**config.mk**
```make
export PLATFORM = sky130hd
export DESIGN_NAME = csi_rx_packet_ctrl_flat
export DESIGN_NICKNAME = d
export VERILOG_FILES = /design/src/rtl/csi_rx_packet_ctrl_if.sv /design/src/rtl/csi_rx_packet_ctrl.sv /design/src/flat_wrapper.sv
export SDC_FILE = /design/constraint.sdc
export NUM_CORES = 1
export LEC_CHECK = 0
export ABC_CLOCK_PERIOD_IN_PS = 2400
export CAP_MARGIN = 0
export CORE_MARGIN = 5
export CORE_UTILIZATION = 45
export DETAILED_ROUTE_END_ITERATION = 7
export DONT_BUFFER_PORTS = 1
export PLACE_DENSITY_LB_ADDON = 0.15
export SLEW_MARGIN = 15
export SYNTH_ARGS = -nofsm -noshare
export SYNTH_HDL_FRONTEND = slang
export SYNTH_SLANG_ARGS = --single-unit
```
**constraint.sdc**
```tcl
create_clock -name CLK -period 2.4 [get_ports CLK]
set_input_delay 0.24 -clock CLK [delete_from_list [all_inputs] [get_ports CLK]]
set_output_delay 0.24 -clock CLK [all_outputs]
set_load 0.005 [all_outputs]
```
**src/rtl/csi_rx_packet_ctrl_if.sv**
```systemverilog
// Packet controller bus bundle.
//   master : aligner/test side; drives enable, sot, din_valid, din, ecc_ok and observes the
//            results.
//   slave  : packet controller side; consumes the aligned word stream and drives the frame/line
//            pulses, pixel words, counters, error pulses and busy.
interface csi_rx_packet_ctrl_if;
  logic        enable;
  logic        sot;
  logic        din_valid;
  logic [31:0] din;
  logic        ecc_ok;

  logic        fs;
  logic        fe;
  logic        ls;
  logic        le;
  logic        pix_valid;
  logic [31:0] pix_data;
  logic [3:0]  pix_be;
  logic [5:0]  pix_dt;
  logic [15:0] wc;
  logic [15:0] line_num;
  logic [15:0] frame_cnt;
  logic        err_ecc;
  logic        err_wc;
  logic        err_timeout;
  logic        err_abort;
  logic        busy;

  modport master (
    output enable, sot, din_valid, din, ecc_ok,
    input  fs, fe, ls, le, pix_valid, pix_data, pix_be, pix_dt, wc, line_num, frame_cnt,
           err_ecc, err_wc, err_timeout, err_abort, busy
  );

  modport slave (
    input  enable, sot, din_valid, din, ecc_ok,
    output fs, fe, ls, le, pix_valid, pix_data, pix_be, pix_dt, wc, line_num, frame_cnt,
           err_ecc, err_wc, err_timeout, err_abort, busy
  );
endinterface

```
**src/rtl/csi_rx_packet_ctrl.sv**
```systemverilog
// CSI-2 receive packet sequencer. Sits behind the lane aligner: validates packet headers,
// walks frame/line/payload phases, counts payload bytes so the footer is stripped, and emits
// qualified pixel words with byte enables plus frame/line status and error pulses.
// Ports:
//   CLK  - clock
//   RST  - synchronous reset, active-high
//   bus  - csi_rx_packet_ctrl_if.slave: enable/sot/din_valid/din/ecc_ok in; fs/fe/ls/le,
//          pix_valid/pix_data/pix_be, pix_dt/wc, line_num/frame_cnt, err_* pulses, busy out.
// All pulses and pix_* are registered one cycle after the qualifying input word.
module csi_rx_packet_ctrl #(
  parameter logic [1:0]  VC_SEL  = 2'd0,
  parameter int unsigned TIMEOUT = 1024,
  parameter logic [15:0] MAX_WC  = 16'd8192
) (
  input logic                  CLK,
  input logic                  RST,
  csi_rx_packet_ctrl_if.slave  bus
);

  typedef enum logic [1:0] {StIdle, StHdr, StPayload, StDrain} state_e;

  localparam logic [15:0] TimeoutLast = 16'(TIMEOUT - 1);

  state_e      state_q;
  logic [15:0] to_q;
  logic [15:0] rem_q;
  logic [15:0] line_cnt_q;

  logic        fs_q, fe_q, ls_q, le_q;
  logic        pix_valid_q;
  logic [31:0] pix_data_q;
  logic [3:0]  pix_be_q;
  logic [5:0]  pix_dt_q;
  logic [15:0] wc_q;
  logic [15:0] line_num_q;
  logic [15:0] frame_cnt_q;
  logic        err_ecc_q, err_wc_q, err_timeout_q, err_abort_q;

  // Header fields of the current word.
  logic [1:0]  hdr_vc;
  logic [5:0]  hdr_dt;
  logic [15:0] hdr_wc;
  assign hdr_vc = bus.din[7:6];
  assign hdr_dt = bus.din[5:0];
  assign hdr_wc = bus.din[23:8];

  // Byte enables for the final payload word, from the bytes still owed (1..4).
  logic [3:0] last_be;
  always_comb begin
    last_be = 4'b1111;
    case (rem_q)
      16'd3:   last_be = 4'b0111;
      16'd2:   last_be = 4'b0011;
      16'd1:   last_be = 4'b0001;
      default: last_be = 4'b1111;
    endcase
  end

  always_ff @(posedge CLK) begin
    if (RST) begin
      state_q       <= StIdle;
      to_q          <= '0;
      rem_q         <= '0;
      line_cnt_q    <= '0;
      fs_q          <= 1'b0;
      fe_q          <= 1'b0;
      ls_q          <= 1'b0;
      le_q          <= 1'b0;
      pix_valid_q   <= 1'b0;
      pix_data_q    <= '0;
      pix_be_q      <= '0;
      pix_dt_q      <= '0;
      wc_q          <= '0;
      line_num_q    <= '0;
      frame_cnt_q   <= '0;
      err_ecc_q     <= 1'b0;
      err_wc_q      <= 1'b0;
      err_timeout_q <= 1'b0;
      err_abort_q   <= 1'b0;
    end else begin
      // Pulse outputs default low every cycle.
      fs_q          <= 1'b0;
      fe_q          <= 1'b0;
      ls_q          <= 1'b0;
      le_q          <= 1'b0;
      pix_valid_q   <= 1'b0;
      pix_data_q    <= '0;
      pix_be_q      <= '0;
      err_ecc_q     <= 1'b0;
      err_wc_q      <= 1'b0;
      err_timeout_q <= 1'b0;
      err_abort_q   <= 1'b0;

      if (!bus.enable) begin
        // Disabled: park in idle, counters and latched packet info held.
        state_q <= StIdle;
        to_q    <= '0;
      end else begin
        case (state_q)
          StIdle: begin
            to_q <= '0;
            if (bus.sot) state_q <= StHdr;
          end

          StHdr: begin
            if (bus.sot) begin
              // Restart header search; a word alongside SOT belongs to the old packet.
              to_q <= '0;
            end else if (bus.din_valid) begin
              to_q    <= '0;
              state_q <= StDrain;
              if (!bus.ecc_ok) begin
                err_ecc_q <= 1'b1;
              end else if (hdr_vc == VC_SEL) begin
                if (hdr_dt == 6'h00) begin
                  fs_q       <= 1'b1;
                  line_cnt_q <= '0;
                end else if (hdr_dt == 6'h01) begin
                  fe_q        <= 1'b1;
                  line_num_q  <= line_cnt_q;
                  frame_cnt_q <= frame_cnt_q + 16'd1;
                end else if (hdr_dt >= 6'h10) begin
                  if (hdr_wc > MAX_WC) begin
                    err_wc_q <= 1'b1;
                  end else begin
                    ls_q     <= 1'b1;
                    pix_dt_q <= hdr_dt;
                    wc_q     <= hdr_wc;
                    rem_q    <= hdr_wc;
                    if (line_cnt_q != 16'hFFFF) line_cnt_q <= line_cnt_q + 16'd1;
                    // Empty long packet: line ends in the same cycle it starts.
                    if (hdr_wc == 16'd0) le_q <= 1'b1;
                    else                 state_q <= StPayload;
                  end
                end
              end
            end else if (to_q == TimeoutLast) begin
              err_timeout_q <= 1'b1;
              state_q       <= StIdle;
              to_q          <= '0;
            end else begin
              to_q <= to_q + 16'd1;
            end
          end

          StPayload: begin
            if (bus.sot) begin
              // Truncated line: flag it, no LE, line already counted.
              err_abort_q <= 1'b1;
              state_q     <= StHdr;
              to_q        <= '0;
            end else if (bus.din_valid) begin
              to_q        <= '0;
              pix_valid_q <= 1'b1;
              pix_data_q  <= bus.din;
              if (rem_q > 16'd4) begin
                pix_be_q <= 4'b1111;
                rem_q    <= rem_q - 16'd4;
              end else begin
                pix_be_q <= last_be;
                le_q     <= 1'b1;
                rem_q    <= '0;
                state_q  <= StDrain;
              end
            end else if (to_q == TimeoutLast) begin
              err_timeout_q <= 1'b1;
              state_q       <= StIdle;
              to_q          <= '0;
            end else begin
              to_q <= to_q + 16'd1;
            end
          end

          StDrain: begin
            to_q <= '0;
            if (bus.sot) state_q <= StHdr;
          end

          default: begin
            state_q <= StIdle;
            to_q    <= '0;
          end
        endcase
      end
    end
  end

  assign bus.fs          = fs_q;
  assign bus.fe          = fe_q;
  assign bus.ls          = ls_q;
  assign bus.le          = le_q;
  assign bus.pix_valid   = pix_valid_q;
  assign bus.pix_data    = pix_data_q;
  assign bus.pix_be      = pix_be_q;
  assign bus.pix_dt      = pix_dt_q;
  assign bus.wc          = wc_q;
  assign bus.line_num    = line_num_q;
  assign bus.frame_cnt   = frame_cnt_q;
  assign bus.err_ecc     = err_ecc_q;
  assign bus.err_wc      = err_wc_q;
  assign bus.err_timeout = err_timeout_q;
  assign bus.err_abort   = err_abort_q;
  assign bus.busy        = (state_q != StIdle);

endmodule

```
**src/flat_wrapper.sv**
```systemverilog
// flat-port wrapper written by rule: the top's interface ports become plain ports
module csi_rx_packet_ctrl_flat 
#(
  parameter logic [1:0]  VC_SEL  = 2'd0,
  parameter int unsigned TIMEOUT = 1024,
  parameter logic [15:0] MAX_WC  = 16'd8192
)
  (CLK, RST, bus_enable, bus_sot, bus_din_valid, bus_din, bus_ecc_ok, bus_fs, bus_fe, bus_ls, bus_le, bus_pix_valid, bus_pix_data, bus_pix_be, bus_pix_dt, bus_wc, bus_line_num, bus_frame_cnt, bus_err_ecc, bus_err_wc, bus_err_timeout, bus_err_abort, bus_busy);
  csi_rx_packet_ctrl_if bus_i ();
  input logic CLK;
  input logic RST;
  input wire logic [$bits(bus_i.enable)-1:0] bus_enable;
  input wire logic [$bits(bus_i.sot)-1:0] bus_sot;
  input wire logic [$bits(bus_i.din_valid)-1:0] bus_din_valid;
  input wire logic [$bits(bus_i.din)-1:0] bus_din;
  input wire logic [$bits(bus_i.ecc_ok)-1:0] bus_ecc_ok;
  output wire logic [$bits(bus_i.fs)-1:0] bus_fs;
  output wire logic [$bits(bus_i.fe)-1:0] bus_fe;
  output wire logic [$bits(bus_i.ls)-1:0] bus_ls;
  output wire logic [$bits(bus_i.le)-1:0] bus_le;
  output wire logic [$bits(bus_i.pix_valid)-1:0] bus_pix_valid;
  output wire logic [$bits(bus_i.pix_data)-1:0] bus_pix_data;
  output wire logic [$bits(bus_i.pix_be)-1:0] bus_pix_be;
  output wire logic [$bits(bus_i.pix_dt)-1:0] bus_pix_dt;
  output wire logic [$bits(bus_i.wc)-1:0] bus_wc;
  output wire logic [$bits(bus_i.line_num)-1:0] bus_line_num;
  output wire logic [$bits(bus_i.frame_cnt)-1:0] bus_frame_cnt;
  output wire logic [$bits(bus_i.err_ecc)-1:0] bus_err_ecc;
  output wire logic [$bits(bus_i.err_wc)-1:0] bus_err_wc;
  output wire logic [$bits(bus_i.err_timeout)-1:0] bus_err_timeout;
  output wire logic [$bits(bus_i.err_abort)-1:0] bus_err_abort;
  output wire logic [$bits(bus_i.busy)-1:0] bus_busy;
  assign bus_i.enable = bus_enable;
  assign bus_i.sot = bus_sot;
  assign bus_i.din_valid = bus_din_valid;
  assign bus_i.din = bus_din;
  assign bus_i.ecc_ok = bus_ecc_ok;
  assign bus_fs = bus_i.fs;
  assign bus_fe = bus_i.fe;
  assign bus_ls = bus_i.ls;
  assign bus_le = bus_i.le;
  assign bus_pix_valid = bus_i.pix_valid;
  assign bus_pix_data = bus_i.pix_data;
  assign bus_pix_be = bus_i.pix_be;
  assign bus_pix_dt = bus_i.pix_dt;
  assign bus_wc = bus_i.wc;
  assign bus_line_num = bus_i.line_num;
  assign bus_frame_cnt = bus_i.frame_cnt;
  assign bus_err_ecc = bus_i.err_ecc;
  assign bus_err_wc = bus_i.err_wc;
  assign bus_err_timeout = bus_i.err_timeout;
  assign bus_err_abort = bus_i.err_abort;
  assign bus_busy = bus_i.busy;
  csi_rx_packet_ctrl #(.VC_SEL(VC_SEL), .TIMEOUT(TIMEOUT), .MAX_WC(MAX_WC)) u_core (.CLK(CLK), .RST(RST), .bus(bus_i));
endmodule
```
Yosys cells after proc, flatten, opt, wreduce, memory -nomap -nowiden
Index checks and enable logic that the tools add are counted.
Operators by class
  $add $sub $neg: 4
  magnitude comparators: 3
  equal/unequal tests: 23
  mux-type cells: 59
  bitwise gates (word level): 12
  reduce and logical (&&, ||, !) cells: 24
Operators with widths (count)
  16-bit 2-to-1 mux: 19
  16-bit case mux with 2 select lines: 2
  16-bit by 1-bit adder with 16-bit output (second input constant): 3
  16-bit by 2-bit equality test with 1-bit output (second input constant): 2
  2-bit 2-to-1 mux: 13
  1-bit 2-to-1 mux: 21
  10-bit AND reduction: 2
  16-bit by 1-bit equality test with 1-bit output (second input constant): 1
  16-bit by 10-bit equality test with 1-bit output (second input constant): 1
  16-bit by 14-bit > comparator with 1-bit output (second input constant): 1
  16-bit by 3-bit > comparator with 1-bit output (second input constant): 1
  16-bit zero test: 1
  16-bit != test (second input constant): 1
  2-bit != test (second input constant): 8
  16-bit by 3-bit subtractor with 16-bit output (second input constant): 1
  5-bit OR reduction: 3
  1-bit inverter: 12
  4-bit case mux with 3 select lines: 1
  12-bit AND reduction: 1
  2-bit by 1-bit != test with 1-bit output (second input constant): 5
  10-bit OR reduction: 1
  8-bit AND reduction: 1
  2-bit nonzero test: 4
  8-bit OR reduction: 1
  other kinds (15): 19
Storage, ports and cells
  register bits after elaboration: 149
  input port bits: 38
  output and inout bits: 100
  word-level logic and storage cells: 144

Logic depth before layout (Yosys ltp)
  depth in word-level cells: 11
  gate-level depth with buffers: 9

Least setup slack after synthesis
No wires, ideal clock.
  path kind: register to register
  start: register u_core.state_q[1]
  end: register u_core.line_cnt_q[10]
  setup time: 60 ps
  arrival: 1998 ps
  data required time: 2340 ps
  slack: 342 ps
  cell stages (with the launch flop): 10
  path buffers: 2
  period minus slack after synthesis: 2058 ps
  cell sequence: dfxtp_1 inv_1 ha_1 nand3b_1 or3_1 a221o_1 buf_6 buf_8 a2111o_1 nand2_1
On the way
  cells in the longest elaborated chain, start to end: 2
Ends and longest elaborated chain
  from (decl): RTL line csi_rx_packet_ctrl.sv:24  | state_e state_q;
  from (signal assigned): RTL line csi_rx_packet_ctrl.sv:61  | state_q <= StIdle;
  from (signal assigned): RTL line csi_rx_packet_ctrl.sv:96  | state_q <= StIdle;
  from (signal assigned): RTL line csi_rx_packet_ctrl.sv:102  | if (bus.sot) state_q <= StHdr;
  2-bit by 1-bit equality test with 1-bit output: RTL line csi_rx_packet_ctrl.sv:99  | case (state_q)
  10-bit AND reduction (no source line)
  to (signal assigned): RTL line csi_rx_packet_ctrl.sv:130  | if (line_cnt_q != 16'hFFFF) line_cnt_q <= line_cnt_q + 16'd1;
  to (decl): RTL line csi_rx_packet_ctrl.sv:27  | logic [15:0] line_cnt_q;
Every way passes these cells.
A chain may end at the register's enable or synchronous reset.

Worst setup path in the final report
  start: register u_core.state_q[1]
  end: register u_core.line_cnt_q[1]
Same word-level chain as after synthesis.

==> flow_summary.json <==
{
  "outcome": "finished, final reports clean",
  "final_area_um2": 7440,
  "fin_worst_skew_ps": 7.75,
  "worst_pin_slew_ps": 676,
  "async_reset_ff_share_pct": 0,
  "synth_area_leaders": "dfxtp_1 (48%), nand2_1 (4.4%), a21oi_1 (4.3%), mux2i_1 (4.2%), nor2_1 (3.9%)",
  "pwr-share-clk_pct": 48.9,
  "clock_sinks": 149,
  "synth_edf_count": 0,
  "drt_iter0_drc": 382,
  "fmax_mhz": 440,
  "layout-drive-gt1-share_pct": 8.67,
  "clk_pin_slew_ps": 60,
  "rows": 43,
  "h-tree-depth": 4,
  "p_per_area_nw_per_um2": 717,
  "postRouteAntennaNets": 0,
  "die_w_um": 127,
  "whs_endpoint": "u_core.bus.fe$_SDFF_PP0_",
  "first_global_vias": 5085,
  "p_int_w": 0.00412,
  "drt_first_pass_iters": 5,
  "cts_root_buf": "clkbuf_16",
  "io_pins": 138,
  "seq_area_frac_synth_pct": 48.1,
  "combPwrFrac_pct": 4.5,
  "wl_per_cell_um": 18.0,
  "cp_max_fo": 24,
  "p_leak_nw": 2.70,
  "synth_warnings": 0,
  "syn_area_um2": 6210,
  "finalHoldViolCount": 0,
  "netlist.area_leader.share_pct": 48.1,
  "vias": 5274,
  "whs_path_depth": 3,
  "gr-usage-all-layers_pct": 20.6,
  "yosysTopAreaCell": "dfxtp_1",
  "die_height_um": 127,
  "synth.distinct_cells": 57,
  "synth_top_family_by_area": "simple AND/OR/NAND/NOR gates",
  "viasPerCell": 5.67,
  "worst_ep_arrival_time_ps": 2630,
  "p_sw_w": 0.00121,
  "synth_mux_area_share_pct": 4.38,
  "hpwl_um": 11500,
  "syn-num-nets": 744,
  "initial_core_util_pct": 45.2,
  "yosys.area_share.simple_pct": 24.0,
  "tns_ps": 0,
  "start_kind": "flip-flop",
  "grt_pass1_wl_um": 26800,
  "seqPwrFrac_pct": 46.6,
  "cts_tree": "built",
  "drc": 0,
  "synth-compound-area-share_pct": 13.9,
  "maxCapViolCount": 0,
  "gp_congestion": 0.923,
  "r2r_slack_ps": 130,
  "syn_inst": 696,
  "ys_ff_latch": 149,
  "finalCriticalPeriod_ps": 2270,
  "wl_um": 16800,
  "die_area_um2": 16200,
  "antenna_found_initial": 0,
  "synthAdderAreaFrac_pct": 2.02,
  "cp-end-kind": "flip-flop",
  "crit_chain": "inv_1, ha_2, nand3b_1, or3_1, a221o_1, buf_4, or3b_1, a21oi_1",
  "hold_path.class": "input pin to flip-flop",
  "cts_buffers": 17,
  "rr_worst_depth": 8,
  "grt_setup_unrepaired": "false",
  "synthXorXnorAreaFrac_pct": 3.10,
  "finalCritPeriodShare_pct": 94.7,
  "hold_slack_ps": 20.3,
  "gr-total-overflow": 0,
  "port_buffers": 0,
  "avgSynthCellArea_um2": 8.92,
  "clockBufferDepth": 2,
  "reg2reg_from": "u_core.state_q[1]$_SDFFE_PP0P_",
  "placed_area_um2": 6440,
  "regToRegEndpoint": "u_core.line_cnt_q[1]$_SDFFE_PP0P_",
  "grt_max_degree": 71,
  "setup_violations": 0,
  "synth_ff_type": "dfxtp_1",
  "syn2layout_area_growth_pct": 19.9,
  "relSlewSlack_pct": 54.5,
  "worstPathRequired_ps": 2750,
  "ir_worst_vdd_mv": 0.511,
  "clkLatencyLatePin_ps": 430,
  "p_sw_share_pct": 22.7,
  "slew_violations": 0,
  "coreArea_um2": 13700,
  "diodes": 0,
  "hp-start": "bus_din[3]",
  "crit_type": "flip-flop to flip-flop",
  "cpPeakStageDelay_ps": 370,
  "nets": 785,
  "slowest_stage": "or3b_1",
  "num-fill-cells": 1238
}
power groups by stage:
stage | logic [W] | clock network [W] | registers (W)
6_report | 0.000240 | 0.00261 | 0.00249
5_1_grt | 0.000262 | 0.00276 | 0.00249
4_1_cts | 0.000236 | 0.00265 | 0.00249
3_5_place_dp | 0.000152 | 0 | 0.00254
3_3_place_gp | 0.000151 | 0 | 0.00254
2_1_floorplan | 0.000129 | 0 | 0.00254
worst max-delay path by stage:
stage / from / endpoint / slack [ps] / depth (start not counted)
2_1_floorplan: u_core.state_q[1]$_SDFFE_PP0P_ / u_core.line_cnt_q[10]$_SDFFE_PP0P_ / 340 / 9
3_3_place_gp: u_core.state_q[1]$_SDFFE_PP0P_ / u_core.line_cnt_q[5]$_SDFFE_PP0P_ / 230 / 8
3_5_place_dp: u_core.state_q[1]$_SDFFE_PP0P_ / u_core.line_cnt_q[6]$_SDFFE_PP0P_ / 90 / 8
4_1_cts: u_core.state_q[1]$_SDFFE_PP0P_ / u_core.line_cnt_q[6]$_SDFFE_PP0P_ / 40 / 8
5_1_grt: u_core.state_q[1]$_SDFFE_PP0P_ / u_core.line_cnt_q[1]$_SDFFE_PP0P_ / 3 / 8
6_report: u_core.state_q[1]$_SDFFE_PP0P_ / u_core.line_cnt_q[1]$_SDFFE_PP0P_ / 130 / 8
critical path: cells and delay by family (launching register included):
kind / cells / cell delay (ps)
compound gates: 2 / 420
fa+ha+maj: 1 / 240
buf+inv: 2 / 340
flops: 1 / 330
simple gates: 3 / 890
repair_timing:
| item | in CTS | in global routing |
|---|---|---|
| endpoints found under the hold margin | 105 | 1 |
| hold buffers | 38 | 1 |
| endpoints found under the setup margin | 0 | 4 |
| setup buffers | 0 | 0 |
| resized for setup | 0 | 4 |
per-layer routing:
metal  GRT usage (%)  up-vias  routed length [µm]  share of wire (%)
li1                -     2538                   -                  -
met1            24.9     2518                6950                 41
met2            34.0      187                8130                 48
met3            7.57       31                1420                8.5
met4            6.88        0                 277                1.7
met5               0        -                   0                  0
cells in the mapped netlist (all sizes together), types with 10 or more instances:
master,n
buf,10
and2,38
o21ai,18
nand4,17
xnor2,10
inv,28
nand3,29
a21oi,53
clkbuf,28
xor2,12
or3,12
nor4,11
ha,10
mux2i,26
nand2,73
nor2,65
dfxtp,149
area by class of cell:
| cell class | instances | area [µm²] | share of cell area [%] |
|---|---|---|---|
| Sequential cell | 149 | 2980 | 40.1 |
| Timing Repair Buffer | 60 | 578 | 7.77 |
| Multi-Input combinational cell | 481 | 2970 | 39.9 |
| Tap cell | 180 | 225 | 3.03 |
| Inverter | 28 | 105 | 1.41 |
| Clock buffer | 17 | 425 | 5.72 |
| Clock inverter | 15 | 154 | 2.07 |
metrics by stage:
stage          instances  utilization [%]  setup slack, ps  power, W
2_1_floorplan        696                -              342   0.00267
3_3_place_gp         859             46.9              229   0.00269
3_5_place_dp         859             46.9             92.8   0.00269
4_1_cts              929             54.0             39.6   0.00537
5_1_grt              930             54.2             2.87   0.00551
6_report             930             54.2              128   0.00534
placed cells by master, fill, tap and decap left out, types with 11 or more instances in the layout:
master / synthesis / final
nand2_1: 73 / 73
clkbuf_16: 0 / 17
nor4_1: 11 / 11
dfxtp_1: 149 / 149
mux2i_1: 26 / 26
nand3_1: 29 / 29
or3_1: 12 / 12
o21ai_0: 18 / 18
dlygate4sd3_1: 0 / 38
inv_1: 28 / 28
a21oi_1: 53 / 53
xor2_1: 12 / 12
nand4_1: 17 / 17
and2_1: 37 / 37
nor2_1: 65 / 65
buf_4: 0 / 20
kinds of logic (layout without fill, tap and decap cells):
logic type | count (synthesis) | after routing
simple gates | 294 | 294
flops | 149 | 149
compound gates | 128 | 128
buf+inv | 66 | 120
mux | 27 | 27
xor+xnor | 22 | 22
fa+ha+maj | 10 | 10
state kept, by name (all words and copies together) (netlist names):
register,cells
u_core.bus.line_num,16
u_core.state_q,2
u_core.bus.ls,1
u_core.line_cnt_q,16
u_core.bus.pix_valid,1
u_core.to_q,16
u_core.bus.le,1
u_core.bus.err_ecc,1
u_core.bus.wc,16
u_core.bus.frame_cnt,16
u_core.bus.fs,1
u_core.bus.pix_be,4
u_core.bus.pix_dt,6
u_core.rem_q,16
u_core.bus.err_wc,1
u_core.bus.err_abort,1
u_core.bus.pix_data,32
u_core.bus.err_timeout,1
u_core.bus.fe,1
No activity file was read; power rests on OpenSTA's default activity.
